--- config.mk ---
export PLATFORM = sky130hd
export DESIGN_NAME = fetch_ctrl
export DESIGN_NICKNAME = d
export VERILOG_FILES = /design/src/rtl/fetch_ctrl.sv
export SDC_FILE = /design/constraint.sdc
export NUM_CORES = 1
export LEC_CHECK = 0
export BUFFER_PORTS_ARGS = -buffer_cell sky130_fd_sc_hd__buf_2
export CAP_MARGIN = 10
export CORE_MARGIN = 5
export CORE_UTILIZATION = 45
export DETAILED_ROUTE_END_ITERATION = 8
export PLACE_DENSITY = 0.75
export SLEW_MARGIN = 20
export SYNTH_ARGS = -nofsm -noshare
export SYNTH_HDL_FRONTEND = slang
export SYNTH_SLANG_ARGS = --single-unit
--- constraint.sdc ---
create_clock -name clk -period 1.3 [get_ports clk]
set_input_delay 0.195 -clock clk [delete_from_list [all_inputs] [get_ports clk]]
set_output_delay 0.195 -clock clk [all_outputs]
set_load 0.1 [all_outputs]
--- src/rtl/fetch_ctrl.sv ---
// Instruction-fetch sequencer for the Jac1-8 core.
// Owns the program counter, captures the registered Program_Mem read and
// offers each instruction to the decoder. It also handles execute-stage jump
// redirects, run/stop control and a wrapping count of delivered instructions.
//
// Decoder handshake: instr_o is offered while instr_valid_o=1. A transfer
// happens on a rising edge where instr_valid_o=1 and instr_ready_i=1. Until
// that transfer, instr_o stays stable. A jump may withdraw an offer that has
// not been transferred, and that offer is never counted.
module fetch_ctrl #(
  parameter int                  PC_WIDTH  = 8,
  parameter int                  DataWidth = 16,
  parameter logic [PC_WIDTH-1:0] RESET_PC  = '0,
  parameter int                  CNT_WIDTH = 16
) (
  input  logic                 clk,
  input  logic                 res_n,
  input  logic                 run_i,
  input  logic                 stop_i,
  output logic [PC_WIDTH-1:0]  pc_o,
  input  logic [DataWidth-1:0] ir_i,
  output logic [DataWidth-1:0] instr_o,
  output logic                 instr_valid_o,
  input  logic                 instr_ready_i,
  input  logic                 jump_i,
  input  logic [PC_WIDTH-1:0]  jump_addr_i,
  output logic                 halted_o,
  output logic [CNT_WIDTH-1:0] fetch_count_o
);

  localparam logic [2:0] S_IDLE    = 3'd0;
  localparam logic [2:0] S_LOAD    = 3'd1;
  localparam logic [2:0] S_CAPTURE = 3'd2;
  localparam logic [2:0] S_OFFER   = 3'd3;
  localparam logic [2:0] S_HALTED  = 3'd4;

  logic [2:0]           state_q, state_d;
  logic [PC_WIDTH-1:0]  pc_q, pc_d;
  logic [DataWidth-1:0] instr_q, instr_d;
  logic                 valid_q, valid_d;
  logic                 halted_q, halted_d;
  logic [CNT_WIDTH-1:0] cnt_q, cnt_d;
  logic                 stop_pend_q, stop_pend_d;
  logic                 xfer;
  logic                 start_ok;

  assign xfer     = valid_q & instr_ready_i;
  // Stop wins over run when both are requested together.
  assign start_ok = run_i & ~stop_i;

  // Next-state logic: sequencing, handshake, stop latching and jump redirect.
  always_comb begin
    state_d     = state_q;
    pc_d        = pc_q;
    instr_d     = instr_q;
    valid_d     = valid_q;
    halted_d    = halted_q;
    cnt_d       = cnt_q;
    stop_pend_d = stop_pend_q;
    case (state_q)
      S_IDLE: begin
        if (start_ok) state_d = S_LOAD;
      end
      S_LOAD, S_CAPTURE, S_OFFER: begin
        if (stop_i) stop_pend_d = 1'b1;
        if (state_q == S_LOAD) begin
          // Memory registers mem[pc] on this edge; its output is usable next cycle.
          state_d = S_CAPTURE;
        end else if (state_q == S_CAPTURE) begin
          if (!jump_i) begin
            instr_d = ir_i;
            valid_d = 1'b1;
            pc_d    = pc_q + 1'b1;
            state_d = S_OFFER;
          end
        end else if (xfer) begin
          // A transfer on the same edge as a jump still counts.
          valid_d = 1'b0;
          cnt_d   = cnt_q + 1'b1;
          if (stop_pend_q || stop_i) begin
            state_d  = S_HALTED;
            halted_d = 1'b1;
          end else begin
            // pc_o has been stable across the offer edge, so ir_i is already mem[pc_o].
            state_d = S_CAPTURE;
          end
        end
        // Redirect overrides normal sequencing; any open offer is dropped.
        if (jump_i) begin
          pc_d     = jump_addr_i;
          valid_d  = 1'b0;
          halted_d = 1'b0;
          state_d  = S_LOAD;
        end
      end
      S_HALTED: begin
        if (start_ok) begin
          halted_d    = 1'b0;
          stop_pend_d = 1'b0;
          state_d     = S_LOAD;
        end
      end
      default: begin
        state_d = S_IDLE;
      end
    endcase
  end

  // State and output registers with asynchronous active-low reset.
  always_ff @(posedge clk or negedge res_n) begin
    if (!res_n) begin
      state_q     <= S_IDLE;
      pc_q        <= RESET_PC;
      instr_q     <= '0;
      valid_q     <= 1'b0;
      halted_q    <= 1'b0;
      cnt_q       <= '0;
      stop_pend_q <= 1'b0;
    end else begin
      state_q     <= state_d;
      pc_q        <= pc_d;
      instr_q     <= instr_d;
      valid_q     <= valid_d;
      halted_q    <= halted_d;
      cnt_q       <= cnt_d;
      stop_pend_q <= stop_pend_d;
    end
  end

  assign pc_o          = pc_q;
  assign instr_o       = instr_q;
  assign instr_valid_o = valid_q;
  assign halted_o      = halted_q;
  assign fetch_count_o = cnt_q;

endmodule

==> results of run 1 <==
[worst min-delay path: cells and delay by family]
family,cells,cell delay (ps)
buffers and inverters,1,70
AND/OR/NAND/NOR,2,80
[Yosys cell counts (2+ instances only)]
cell type / number
nor2_1: 16
a221o_1: 2
o21ai_0: 7
and3_1: 4
nand3_1: 15
ha_1: 2
xor2_1: 3
dfrtp_1: 46
a21oi_1: 8
nand3b_1: 2
nand4_1: 6
nand2_1: 57
buf_2: 6
nor4_1: 3
clkbuf_1: 2
nor3_1: 6
nand2b_1: 2
mux2i_1: 4
a22oi_1: 2
xnor2_1: 12
inv_1: 6
[flip-flops by register name, indices dropped and copies added (netlist names)]
name	flops
instr_o	16
pc_o	8
instr_valid_o	1
fetch_count_o	16
state_q	3
stop_pend_q	1
halted_o	1
[layout by cell type (no fill, tap or decap), types with 3 or more instances in the layout]
cell type  synthesis  routed
dfrtp_1           46      20
xor2_1             3       3
buf_6              1      19
nor2_1            16      11
dfrtp_4            0      15
a21oi_1            8       7
mux2i_1            4       4
nand4_1            6       6
buf_2              6      31
buf_4              1      37
dfrtp_2            0      11
nand3_1           15      11
nand2_1           57      55
nor3_1             6       4
nand3_2            0       3
nor2_4             0       3
inv_2              0       4
buf_12             0      26
clkbuf_4           0      12
clkbuf_8           0       5
o21ai_0            7       4
and3_1             4       4
xnor2_1           12      11
[layout make-up]
cell class              count  area, um2  share of cell area (%)
repair buffers            126       1267                   33.31
flip-flops and latches     46       1221                   32.09
multi-input cells         167       1097                   28.84
well taps                  67      83.83                   2.203
clock buffers               5      68.82                   1.809
clock inverters             3      43.79                   1.151
inverters                   6      22.52                  0.5919
[metrics by stage]
step	hold slack, ps	cells	utilization [%]
4_1_cts	78.54	413	77.64
3_3_place_gp	192.8	394	70.38
2_1_floorplan	-100.6	229	-
3_5_place_dp	195.8	394	70.38
6_report	85.23	420	80.56
5_1_grt	90.43	420	80.56
[worst max path at each step]
stage	slack, ps	endpoint	cells after the start
5_1_grt	-270	fetch_count_o[13]	6
3_3_place_gp	-150	fetch_count_o[10]	6
6_report	-220	fetch_count_o[15]	6
2_1_floorplan	-330	fetch_count_o[15]	4
4_1_cts	-130	fetch_count_o[12]	6
3_5_place_dp	-200	fetch_count_o[12]	6
[what timing repair did]
| item | 4_1_cts | 5_1_grt |
|---|---|---|
| gates cloned | 0 | 0 |
| endpoints found under the setup margin | 37 | 63 |
| resized for setup | 37 | 30 |
| hold buffers | 1 | 0 |
| pin swaps | 15 | 8 |
| endpoints found under the hold margin | 46 | 0 |
| setup buffers | 10 | 7 |
[cell families after synthesis]
logic type / after synthesis / synth area share, %
AO/OA/AOI/OAI: 24 / 6.950
XOR/XNOR: 15 / 6.031
adder cells (fa/ha/maj): 2 / 1.149
buffers and inverters: 16 / 3.619
flip-flops: 46 / 52.84
multiplexers: 5 / 2.355
AND/OR/NAND/NOR: 121 / 27.05
[per-layer routing]
metal	share of wire [%]	wire [um]
met4	1.6	108
met1	37	2456
met2	56	3653
met3	5.2	342
met5	0	0
[power by group through the flow]
stage	combinational [mW]	sequential [mW]	clock (mW)
CTS	6.22	2.45	1.10
global placement	5.71	2.46	0
detailed placement	5.79	2.48	0
global route	6.77	2.54	1.15
finish	6.50	2.47	1.07
floorplan	0.993	5.43	0
==> reports/metrics.csv, run 1 <==
metric,value,unit
grt_pass1_vias,2252,
setup.reg_to_reg.worst_slack,-220,ps
vias,2185,
p_leak,1.766,nW
die_y,79.58,um
row_count,25,
met1_usage,24.38,%
clockRootBuffer,clkbuf_8,
final_area,0.003805,mm2
grt-ovfl-total,0,
first_pass_iters,4,
ys_warn_count,0,
met3_usage,4.289,%
syn-instance-count,229,
cts.htree.levels,2,
skew,9.744,ps
startpoint,state_q[0],
timing.final.crit_period,1517,ps
ys_ff_latch,46,
synth_top_area_share,52.84,%
clkTransAtPathRegs,90,ps
power_frac_comb,64.7,%
final.setup.tns,-3339,ps
hold_class,primary input to flop,
cts_buffers,5,
rr_endpoint,fetch_count_o[15],
die_area,0.006332,mm2
syn_area,0.002178,mm2
crit_top_cell,buf_6,
numClockSinks,46,
gr-usage-met2,38.56,%
hpwlAfterDp,4289,um
power.share.sequential,24.6,%
worstPathMaxFanout,8,
period_share,116.7,%
slowest_stage,dfrtp_2,
outcome,"complete, but fails checks",
finalHoldViolations,0,
rr_startpoint,state_q[0],
arrival,1700,ps
syn-num-nets,261,
setup_slack,-217.0,ps
remaining_drc_errors,0,
hp-start,ir_i[10],
max_clock_freq,659.2,MHz
relSlewSlack,67.73,%
rsz0062_at_grt,yes,
core,0.004723,mm2
synthArstFlopShare,100.0,%
grt_max_degree,47,
synth_edf_count,0,
pin_count,72,
r2r_cells,6,
path_cells,buf_6 -> nand3_4 -> nor4_4 -> buf_6 -> nand4_1 -> xnor2_1,
cts_tree,yes,
grt_pass1_wl,10500,um
path_buf_inv,2,
cpLargestDelayFamily,simple AND/OR/NAND/NOR gates,
drt_wl_total,6561,um
nFillCells,258,
synth_flop_cell,dfrtp_1,
hold_path_depth,3,
power.total,10.05,mW
portBuffers,71,
yosysSeqAreaShare,52.84,%
n_antenna_cell,0,
finish.net_count,384,
place.gp.congestion,0.8621,
clock_latency,300,ps
cp-start-kind,flop,
antenna_found_initial,0,
max_cap_viol_count,0,
hold_end,instr_o[10],
power_density,2642,mW/mm2
crit_type,flop to flop,
initial_utilization,46.12,%
peakVddDrop,2.483,mV
avgViaCountPerCell,5.202,
placed_cell_area,0.003324,mm2
p_switching,5.390,mW
area_delta_synth_final,74.67,%
final-setup-viol-count,38,
wl_per_cell,15.62,um
worst_pin_slew,487.3,ps
yosys.area.top_type,dfrtp_1,
cp.required,1480,ps
slew_violations,0,
violations,setup timing,
synth_area_leaders,"dfrtp_1 53%, nand2_1 9.8%, xnor2_1 4.8%",
die_x,79.58,um
slowest_delay,440,ps
drt-initial-drc-count,124,
busiest_layer,met2,
swShare,53.62,%
dp_slack,-204.3,ps
synthDistinctLibCells,39,
final_layout_size_suffix_gt1_share,54.96,%
syn_avg_cell_area,9.512,um2
antenna_left,0,
cts_buffer_depth,2,
clkPwrFrac,10.7,%
track_usage,20.89,%
p_int,4.662,mW
end_kind,flop,
Note: power is estimated with default switching activity, not from simulation.
==> run 2, diff against run 1 <==
--- a/config.mk
+++ b/config.mk
@@ -8,9 +8,9 @@
 export BUFFER_PORTS_ARGS = -buffer_cell sky130_fd_sc_hd__buf_2
 export CAP_MARGIN = 10
 export CORE_MARGIN = 5
-export CORE_UTILIZATION = 45
+export CORE_UTILIZATION = 40
 export DETAILED_ROUTE_END_ITERATION = 8
-export PLACE_DENSITY = 0.75
+export PLACE_DENSITY = 0.68
 export SLEW_MARGIN = 20
 export SYNTH_ARGS = -nofsm -noshare
 export SYNTH_HDL_FRONTEND = slang
==> reports/metrics.csv, run 2 (synthesized netlist as in run 1, its figures left out) <==
metric,value,unit,change
outcome,"complete, but fails checks",,
violations,setup timing,,
final.setup.tns,-1819,ps,+1520 ps
final_common_cell,nand2_1,,
cts.htree.levels,2,,unchanged
first_pass_iters,4,,unchanged
worstPathMaxFanout,5,,-3
placed_cell_area,0.003306,mm2,-0.56%
initial_utilization,41.85,%,-4.3 points
hold_slack,63.89,ps,-21.34 ps
grt_pass1_wl,9922,um,-5.5%
cts_buffer_depth,2,,unchanged
antenna_found_initial,0,,unchanged
top_layer,met4,,
hold_class,primary input to flop,,
avgViaCountPerCell,5.012,,-3.7%
cts_buffers,5,,unchanged
hold_path_depth,3,,unchanged
timing.final.crit_period,1435,ps,-82.49 ps
hpwlAfterDp,4315,um,+0.60%
final_area,0.003780,mm2,-0.66%
vias,2090,,-4.3%
pin_count,72,,unchanged
p_leak,1.751,nW,-0.86%
die_area,0.007022,mm2,+11%
final-setup-viol-count,41,,+7.9%
final_layout_size_suffix_gt1_share,51.30,%,-3.7 points
end_kind,flop,,
wl_per_cell,14.91,um,-4.5%
skew,6.293,ps,-3.451 ps
nFillCells,353,,+37%
die_x,83.80,um,+5.3%
cp.required,1500,ps,+20 ps
clkTransAtPathRegs,90,ps,about the same
drt-initial-drc-count,99,,-20%
clock_latency,310,ps,about the same
remaining_drc_errors,0,,unchanged
layout_common_cells,"57 x nand2_1, 39 x buf_4, 30 x buf_2, 28 x buf_12, 20 x dfrtp_1",,
cp-start-kind,flop,,
drt_wl_total,6218,um,-5.2%
die_y,83.80,um,+5.3%
finish.net_count,378,,-1.6%
r2r_cells,5,,-1
crit_type,flop to flop,,
stdcell_count,417,,-0.71%
rsz0062_at_grt,yes,,
dp_slack,-159.4,ps,+44.90 ps
worst_pin_slew,483.8,ps,-3.585 ps
relSlewSlack,67.97,%,+0.24 points
numClockSinks,46,,unchanged
row_count,26,,+4.0%
grt_max_degree,47,,unchanged
finalHoldViolations,0,,unchanged
grt-ovfl-total,0,,unchanged
finalCoreUtilization,72.62,%,-7.9 points
n_antenna_cell,0,,unchanged
dpl.cell_count,392,,-0.51%
track_usage,17.28,%,-3.6 points
peakVddDrop,2.323,mV,-6.4%
power_density,2628,mW/mm2,-0.53%
cts_tree,yes,,
core,0.005205,mm2,+10%
route.met2.wl,3287,um,-10%
max_cap_viol_count,0,,unchanged
area_delta_synth_final,73.52,%,
place.gp.congestion,0.9057,,+5.1%
setup_slack,-134.5,ps,+82.49 ps
slew_violations,0,,unchanged
power.total,9.933,mW,-1.2%
period_share,110.3,%,-6.3 points
arrival,1630,ps,-70 ps
grt_pass1_vias,2187,,-2.9%
portBuffers,71,,unchanged
clockRootBuffer,clkbuf_8,,
routed-wl-met3,307,um,-10%
drt-met1-wl,2524,um,+2.8%
antenna_left,0,,unchanged
max_clock_freq,697.1,MHz,+5.8%
==> run 2: changes by cell type in the layout (fill, tap and decap cells not counted), sizes merged <==
cell and change:
buf +1, clkinv -1, inv -1, clkbuf -6, clkinvlp +1
==> run 2: worst max-delay path: stages, from the launching register on <==
cell and delay, ps:
dfrtp_2 450, buf_12 140, mux2i_2 190, nor2_2 90, and2_4 150, a221o_1 300
==> run 2: repair_timing <==
| action | 4_1_cts | 5_1_grt |
|---|---|---|
| cloned | 0 | 1 |
| gates resized for setup | 39 | 22 |
| setup endpoints to repair | 40 | 53 |
| endpoints found under the hold margin | 46 | 0 |
| hold buffers | 1 | 0 |
| buffers inserted | 8 | 8 |
| pin swaps | 8 | 9 |
==> run 2: layer usage <==
layer	up-vias	track usage (%)
li1	1013	-
met1	1000	19.76
met2	70	30.95
met3	7	4.047
met4	0	6.725
met5	-	0
==> run 2: layout make-up <==
cell class	count	area [um2]	area share [%]
multi-input cells	167	1096	29.00
repair buffers	120	1242	32.87
clock buffers	6	72.57	1.920
inverters	6	22.52	0.5958
flip-flops and latches	46	1221	32.31
well taps	70	87.58	2.317
clock inverters	2	37.54	0.9930
==> run 2: worst paths after layout <==
path	start	slack, ps	end
min in group asynchronous	res_n	390	fetch_count_o[5]
min	ir_i[1]	60	instr_o[1]
max in group asynchronous	res_n	650	pc_o[2]
max reg2reg	state_q[1]	-130	pc_o[6]
max	state_q[1]	-130	pc_o[6]
min reg2reg	instr_o[14]	480	instr_o[14]
==> run 2: where the power goes <==
part,internal [mW],total (mW),switching [mW]
clock network,0.574,1.09,0.512
registers,1.98,2.53,0.553
logic,2.06,6.31,4.26
==> run 3, diff against run 2 <==
--- a/config.mk
+++ b/config.mk
@@ -6,8 +6,8 @@
 export NUM_CORES = 1
 export LEC_CHECK = 0
 export BUFFER_PORTS_ARGS = -buffer_cell sky130_fd_sc_hd__buf_2
-export CAP_MARGIN = 10
-export CORE_MARGIN = 5
+export CAP_MARGIN = 20
+export CORE_MARGIN = 4
 export CORE_UTILIZATION = 40
 export DETAILED_ROUTE_END_ITERATION = 8
 export PLACE_DENSITY = 0.68
==> constraint.sdc (replaced) <==
create_clock -name clk -period 1.3 [get_ports clk]
set_input_delay 0.195 -clock clk [delete_from_list [all_inputs] [get_ports clk]]
set_output_delay 0.195 -clock clk [all_outputs]
set_load 0.05 [all_outputs]
==> reports/metrics.csv, run 3 (synthesized netlist as in run 1, its figures left out) <==
metric,value,unit,change
outcome,"complete, but fails checks",,
violations,setup timing,,
cpLargestDelayFamily,flip-flops,,
first_pass_iters,5,,+1
final_layout_size_suffix_gt1_share,44.71,%,-6.6 points
wl_per_cell,13.23,um,-11%
cp.required,1490,ps,about the same
slew_violations,0,,unchanged
grt_max_degree,47,,unchanged
place.gp.congestion,0.7972,,-12%
pin_count,72,,unchanged
peakVddDrop,1.405,mV,-40%
die_area,0.006690,mm2,-4.7%
relSlewSlack,82.09,%,+14 points
antenna_found_initial,0,,unchanged
die_x,81.80,um,-2.4%
grt_pass1_wl,8790,um,-11%
cp-start-kind,flop,,
setup.reg_to_reg.worst_slack,-110,ps,+20 ps
finalHoldViolations,0,,unchanged
die_y,81.80,um,-2.4%
met3_usage,4.386,%,+0.34 points
area_delta_synth_final,39.92,%,
hp-start,ir_i[3],,
worstPathMaxFanout,6,,+1
slowest_delay,440,ps,about the same
final_common_cell,buf_2,,
crit_type,flop to flop,,
end_kind,flop,,
rr_endpoint,pc_o[6],,
path_cells,mux2i_2 -> nor2_4 -> and2_1 -> a221o_1,,
drt-initial-drc-count,58,,-41%
clkTransAtPathRegs,90,ps,about the same
vias,1947,,-6.8%
clockRootBuffer,clkbuf_8,,
nFillCells,482,,+37%
hpwlAfterDp,3867,um,-10%
core,0.005205,mm2,unchanged
antenna_left,0,,unchanged
gr-usage-met2,29.24,%,-1.7 points
timing.final.crit_period,1412,ps,-22.04 ps
n_antenna_cell,0,,unchanged
r2r_cells,4,,-1
multi_input_area,0.001027,mm2,-6.3%
portBuffers,71,,unchanged
avgViaCountPerCell,4.855,,-3.1%
period_share,108.7,%,-1.7 points
finalCoreUtilization,58.56,%,-14 points
worst_pin_slew,263.5,ps,-220.3 ps
initial_utilization,41.85,%,unchanged
skew,10.50,ps,+4.202 ps
layout_common_cells,"69 x buf_2, 56 x nand2_1, 27 x dfrtp_1, 26 x buf_4, 19 x dfrtp_2",,
remaining_drc_errors,0,,unchanged
grt-ovfl-total,0,,unchanged
busiest_layer,met2,,
final_area,0.003048,mm2,-19%
ff_latch_area,0.001175,mm2,-3.8%
path_buf_inv,0,,-1
hold_slack,81.50,ps,+17.61 ps
finish.net_count,362,,-4.2%
hold_path_depth,3,,unchanged
placed_cell_area,0.002839,mm2,-14%
setup_slack,-112.5,ps,+22.04 ps
drt_wl_total,5307,um,-15%
numClockSinks,46,,unchanged
grt_pass1_vias,1968,,-10%
row_count,26,,unchanged
met1_usage,20.88,%,+1.1 points
p_leak,1.531,nW,-13%
clock_latency,300,ps,about the same
max_cap_viol_count,0,,unchanged
track_usage,16.82,%,-0.46 points
final-setup-viol-count,26,,-37%
rr_startpoint,state_q[0],,
arrival,1600,ps,-30 ps
cts_tree,yes,,
cts_buffers,5,,unchanged
hold_end,instr_o[3],,
max_clock_freq,708.0,MHz,+1.6%
cts_buffer_depth,2,,unchanged
power_density,2217,mW/mm2,-16%
hold_class,primary input to flop,,
rsz0062_at_grt,yes,,
slowest_stage,dfrtp_2,,
cts.htree.levels,2,,unchanged
run 3: changes by cell type in the layout (fill, tap and decap cells not counted), sizes merged:
cell      before  now
bufinv         1    0
clkbuf        11    6
clkinv         0    2
clkinvlp       1    0
buf          114  103
run 3: how the worst max path moves through the flow:
| stage | from | to | slack [ps] | depth (start not counted) |
|---|---|---|---|---|
| 6_report | state_q[0] | pc_o[6] | -110 | 4 |
| 5_1_grt | fetch_count_o[6] | fetch_count_o[12] | -200 | 5 |
| 4_1_cts | state_q[0] | pc_o[4] | -110 | 5 |
| 3_5_place_dp | state_q[0] | pc_o[4] | -180 | 5 |
| 3_3_place_gp | state_q[0] | fetch_count_o[10] | -130 | 6 |
| 2_1_floorplan | instr_valid_o | fetch_count_o[13] | -210 | 4 |
run 3: final cells by class:
| type | instances | area share, % |
|---|---|---|
| sequential | 46 | 38.55 |
| multi-input combinational | 167 | 33.70 |
| timing repair buffer | 104 | 21.31 |
| tap | 70 | 2.874 |
| clock buffer | 6 | 2.381 |
| inverter | 6 | 0.7389 |
| clock inverter | 2 | 0.4516 |
run 3: power by group:
group          leakage, nW  internal, mW  switching [mW]
logic                0.929          1.11            2.45
registers            0.557          1.91           0.431
clock network       0.0452         0.380           0.482
run 3: layer usage:
layer	part of all wire [%]	up-vias
met2	50	52
met1	43	908
met5	0	-
met3	5.7	6
li1	-	981
met4	0.75	0
run 3: worst reg2reg max path, stage by stage (launching register included):
cell,delay [ps]
dfrtp_2,440
mux2i_2,320
nor2_4,80
and2_1,160
a221o_1,310
run 3: timing repair:
action / 4_1_cts / 5_1_grt
endpoints found under the setup margin: 35 / 41
resized for setup: 13 / 14
buffers inserted: 2 / 1
endpoints found under the hold margin: 46 / 0
pin swaps: 8 / 7
hold buffers: 1 / 0
run 3: metrics by stage:
step / TNS, ps / instances / power [mW] / setup WS [ps]
finish: -1308 / 401 / 6.758 / -112.5
floorplan: -1806 / 229 / 4.725 / -213.4
global route: -4026 / 401 / 7.176 / -202.3
global placement: -1843 / 389 / 5.679 / -130.8
CTS: -1490 / 400 / 6.702 / -110.6
detailed placement: -2489 / 389 / 5.736 / -175.3
